==> src/rtl/crop_filter_unit.sv <==
// Streaming region-of-interest cropper: forwards the OUT_ROWS x OUT_COLS window at (Y_1, X_1).
// Define CROP_FILTER_UNIT_LAST_EN to add out_last, flagging the final cropped pixel of a frame.
module crop_filter_unit #(
  parameter int PIXEL_BIT_WIDTH = 16,
  parameter int IN_ROWS         = 100,
  parameter int IN_COLS         = 160,
  parameter int OUT_ROWS        = 48,
  parameter int OUT_COLS        = 48,
  parameter int Y_1             = 10,
  parameter int X_1             = 10
) (
  input  logic                       clk,
  input  logic                       reset,
  input  logic [PIXEL_BIT_WIDTH-1:0] pixel_in,
  input  logic                       in_valid,
  output logic                       in_ready,
  output logic [PIXEL_BIT_WIDTH-1:0] pixel_out,
  output logic                       out_valid,
  input  logic                       out_ready
`ifdef CROP_FILTER_UNIT_LAST_EN
  ,
  output logic                       out_last
`endif
);

  localparam int ROW_W = (IN_ROWS > 1) ? $clog2(IN_ROWS) : 1;
  localparam int COL_W = (IN_COLS > 1) ? $clog2(IN_COLS) : 1;
  localparam logic [ROW_W-1:0] ROW_MAX = ROW_W'(IN_ROWS - 1);
  localparam logic [COL_W-1:0] COL_MAX = COL_W'(IN_COLS - 1);
  localparam logic [ROW_W-1:0] ROW_ONE = ROW_W'(1);
  localparam logic [COL_W-1:0] COL_ONE = COL_W'(1);

  generate
    if (PIXEL_BIT_WIDTH < 1 || IN_ROWS < 1 || IN_COLS < 1 || OUT_ROWS < 1 ||
        OUT_COLS < 1 || Y_1 < 0 || X_1 < 0 ||
        Y_1 + OUT_ROWS > IN_ROWS || X_1 + OUT_COLS > IN_COLS) begin : g_bad_params
      $error("crop_filter_unit: crop window does not fit inside the input frame");
    end
  endgenerate

  logic [ROW_W-1:0]           row_p0;
  logic [COL_W-1:0]           col_p0;
  logic                       take_p0;
  logic                       in_win_p0;
  logic [PIXEL_BIT_WIDTH-1:0] pixel_p1;
  logic                       vld_p1;

  // Stage 0: position of the pixel presented this cycle and the window test
  assign in_ready  = ~vld_p1 | out_ready;
  assign take_p0   = in_valid & in_ready;
  assign in_win_p0 = (int'(row_p0) >= Y_1) && (int'(row_p0) < Y_1 + OUT_ROWS) &&
                     (int'(col_p0) >= X_1) && (int'(col_p0) < X_1 + OUT_COLS);

`ifdef CROP_FILTER_UNIT_LAST_EN
  logic last_p0;
  logic last_p1;
  assign last_p0  = (int'(row_p0) == Y_1 + OUT_ROWS - 1) && (int'(col_p0) == X_1 + OUT_COLS - 1);
  assign out_last = last_p1;
`endif

  always_ff @(posedge clk or negedge reset) begin
    if (!reset) begin
      row_p0 <= '0;
      col_p0 <= '0;
    end else if (take_p0) begin
      if (col_p0 == COL_MAX) begin
        col_p0 <= '0;
        row_p0 <= (row_p0 == ROW_MAX) ? '0 : row_p0 + ROW_ONE;
      end else begin
        col_p0 <= col_p0 + COL_ONE;
      end
    end
  end

  // Stage 1: single output register; an in-window load wins over a plain drain
  always_ff @(posedge clk or negedge reset) begin
    if (!reset) begin
      pixel_p1 <= '0;
      vld_p1   <= 1'b0;
`ifdef CROP_FILTER_UNIT_LAST_EN
      last_p1  <= 1'b0;
`endif
    end else if (take_p0 && in_win_p0) begin
      pixel_p1 <= pixel_in;
      vld_p1   <= 1'b1;
`ifdef CROP_FILTER_UNIT_LAST_EN
      last_p1  <= last_p0;
`endif
    end else if (out_ready) begin
      vld_p1   <= 1'b0;
    end
  end

  assign pixel_out = pixel_p1;
  assign out_valid = vld_p1;

endmodule

==> config.mk <==
export PLATFORM = sky130hd
export DESIGN_NAME = crop_filter_unit
export DESIGN_NICKNAME = d
export VERILOG_FILES = /design/src/rtl/crop_filter_unit.sv
export SDC_FILE = /design/constraint.sdc
export NUM_CORES = 1
export LEC_CHECK = 0
export CAP_MARGIN = 0
export CELL_PAD_IN_SITES_DETAIL_PLACEMENT = 1
export CELL_PAD_IN_SITES_GLOBAL_PLACEMENT = 1
export CORE_AREA = 2 2 60 76
export CTS_CLUSTER_SIZE = 14
export DETAILED_ROUTE_END_ITERATION = 16
export DIE_AREA = 0 0 62 78
export GPL_TIMING_DRIVEN = 0
export PLACE_DENSITY = 0.8
export SETUP_SLACK_MARGIN = 0.15
export SLEW_MARGIN = 25
export SYNTH_ARGS = -nofsm -noshare
export SYNTH_HDL_FRONTEND = slang
export SYNTH_SLANG_ARGS = --single-unit
==> constraint.sdc <==
create_clock -name clk -period 2.7 [get_ports clk]
set_clock_uncertainty 0.05 [all_clocks]
set_input_delay 0.27 -clock clk [delete_from_list [all_inputs] [get_ports clk]]
set_output_delay 0.27 -clock clk [all_outputs]
set_load 0.1 [all_outputs]
==> results.toml <==
[logic_synthesis]
synth.distinct_cells = 34
syn-num-nets = 151
synth_fa_ha_area_frac = 0.0329
ys_seq_area_frac = 0.527
avgSynthCellArea_um2 = 12.0
muxShareOfSynthArea = 0.126
synth_compound_area_frac = 0.0560
synth_area_mm2 = 0.00152
ys_ff_latch = 32
yosys.area_share.simple = 0.199
syn_inst = 127
synth_warnings = 0
synthXorXnorAreaFrac = 0.0404
synth_top_family_by_area = "simple AND/OR/NAND/NOR gates"

[run]
maxCapViolCount = 0

[critical_path]
path_cells = "clkdlybuf4s50_1 > nor2b_4 > clkinvlp_4 > clkdlybuf4s50_1"
critPathKind = "in -> out"
crit_path_top_delay_cell = "clkdlybuf4s50_1"
critical_path_arrival_ns = 2.14
required_ns = 2.38
end_kind = "output port"
critical-path-max-stage-delay_ns = 1.15
worstPathMaxFanout = 7
worst_r2r_endpoint = "pixel_out[14]"
worst-path-buf-inv = 3
rr_worst_depth = 7
r2r_start = "col_p0[0]"
regToRegSetupSlack_ns = 0.52
critPathTopFamily = "buffers and inverters"
crit_top_cell = "clkdlybuf4s50_1"
critical_path.startpoint_type = "input port"

[route]
drt_iter0_drc = 30
viasPerCell = 5.22
drc = 0
totalWireLength_um = 3720
ant_nets = 0
wl_per_cell_um = 16.3
drtPass1Iterations = 3
num_vias = 1190

[placed_design]
placed_cell_area_mm2 = 0.00196
place_hpwl_um = 2890
port_buffers = 37
gp_congestion = 0.890
pre_cts_ws_ns = 0.243

[timing]
worst_pin_slew_ns = 1.01
fin_crit_sh = 0.912
fin_crit_ns = 2.46
rsz0062_at_grt = "false"
slew_viol_final = 0
fin_tns_setup_ns = 0
worst_slack_ns = 0.239
hold_ws_ns = -0.0227
max_freq_mhz = 406
setup_viol = 0
final_hold_viol_count = 32
slew_headroom = 0.321

[final_layout]
drive_above_1_share = 0.203
layout-area-overhead-vs-synth_pct = 35.6
fillers = 453
insertedDiodeCount = 0
utilization = 0.506
final_cell_area_mm2 = 0.00206
nNetsFinal = 195

[floorplan]
core_area_mm2 = 0.00407
die_height_um = 78
ios = 38
initial_core_util = 0.374
die_x_um = 62
rows = 26
die_area_mm2 = 0.00484

[global_route]
overflow = 0
grt_max_degree = 33
first_global_vias = 1293
antenna_found_initial = 0
grt_pass1_wl_um = 6130
grt_usage = 0.174

[run_status]
failed_checks = "hold timing"
status = "complete, but fails checks"

[cts]
cts_tree = "yes"
cts-root-buf = "clkbuf_8"
numCtsBuffers = 5
clock_latency_ns = 0.29
cts_buffer_depth = 2
h-tree-depth = 2
cts.clk_slew.worst_paths_ns = 0.06
numClockSinks = 32
cts_resized = 0
hold_buffers = 0
cts_setup_buffers = 0

[power]
ir_worst_vdd_v = 0.000219
power_density_mw_per_mm2 = 579
leakage_uw = 0.000919

[min_path]
holdCritPathClass = "in -> async"
==> report_power, final <==
group	internal [uW]	leakage, uW	total, uW	switching (uW)
clock network	232	0.0000515	403	171
logic	91.5	0.000442	174	82.3
registers	527	0.000425	615	87.6
==> layout by cell type (no fill, tap or decap), types with 2 or more instances in the layout <==
cell / n
clkdlybuf4s50_1: 36
dfrtp_1: 31
mux2_2: 17
nand2_1: 10
nor2_1: 9
clkbuf_8: 7
nand3_1: 6
nor3_1: 5
o21ai_0: 4
xor2_1: 4
ha_1: 4
nand4_1: 3
and4_1: 3
xnor2_1: 3
a21oi_1: 3
inv_1: 2
buf_2: 2
o31a_1: 2
==> routing by layer <==
| layer | vias up | GRT usage | share of wire |
|---|---|---|---|
| met1 | 603 | 0.188 | 0.38 |
| met3 | 8 | 0.0400 | 0.051 |
| met4 | 0 | 0.0894 | 0.026 |
| met5 | - | 0 | 0 |
| li1 | 546 | - | - |
| met2 | 33 | 0.298 | 0.55 |
==> layout make-up <==
type | count | area (um2) | area share
clock buffer | 8 | 100 | 0.0486
multi-input combinational | 90 | 691 | 0.335
timing repair buffer | 37 | 365 | 0.177
buffer | 2 | 16.3 | 0.00790
sequential | 32 | 802 | 0.389
tap | 56 | 70.1 | 0.0340
inverter | 3 | 15.0 | 0.00729
==> synth_stat cells, drive strengths merged <==
library cell	number	area, um2
or4	1	7.51
nand3	6	30.0
and3	1	6.26
buf	2	16.3
nor2	9	33.8
xor2	4	35.0
o2111ai	1	8.76
o31a	2	17.5
nand4bb	1	11.3
a211o	1	8.76
and4bb	1	12.5
mux2	17	191
nand4	4	31.3
or2	1	6.26
nand2	10	37.5
o21ai	4	20.0
a21o	1	7.51
nor3	5	25.0
or3	1	6.26
nor4b	1	8.76
ha	4	50.1
o31ai	1	7.51
a21oi	3	15.0
nor4	3	40.0
dfrtp	32	801
inv	3	11.3
nor2b	2	20.0
and4	3	26.3
xnor2	3	26.3
==> cell families after synthesis <==
logic type / Yosys count
AO/OA/AOI/OAI: 13
XOR/XNOR: 7
adder cells (fa/ha/maj): 4
buffers and inverters: 5
flip-flops: 32
multiplexers: 17
AND/OR/NAND/NOR: 49
==> metrics by stage <==
| stage | total power (uW) | instances |
|---|---|---|
| 3_3_place_gp | 776 | 220 |
| 5_1_grt | 1250 | 228 |
| 3_5_place_dp | 794 | 220 |
| 6_report | 1190 | 228 |
| 2_1_floorplan | 707 | 127 |
| 4_1_cts | 1200 | 228 |
==> sequential cells by signal (all words and copies together), names as in the netlist <==
| signal | count |
|---|---|
| col_p0 | 8 |
| out_valid | 1 |
| pixel_out | 16 |
| row_p0 | 7 |
==> worst max path at each step <==
stage	start	end	depth (start not counted)
5_1_grt	out_ready	in_ready	4
6_report	out_ready	in_ready	4
4_1_cts	out_ready	in_ready	4
2_1_floorplan	out_valid	pixel_out[0]	6
3_3_place_gp	out_ready	in_ready	4
3_5_place_dp	out_ready	in_ready	4
(Power assumes the default switching activity.)
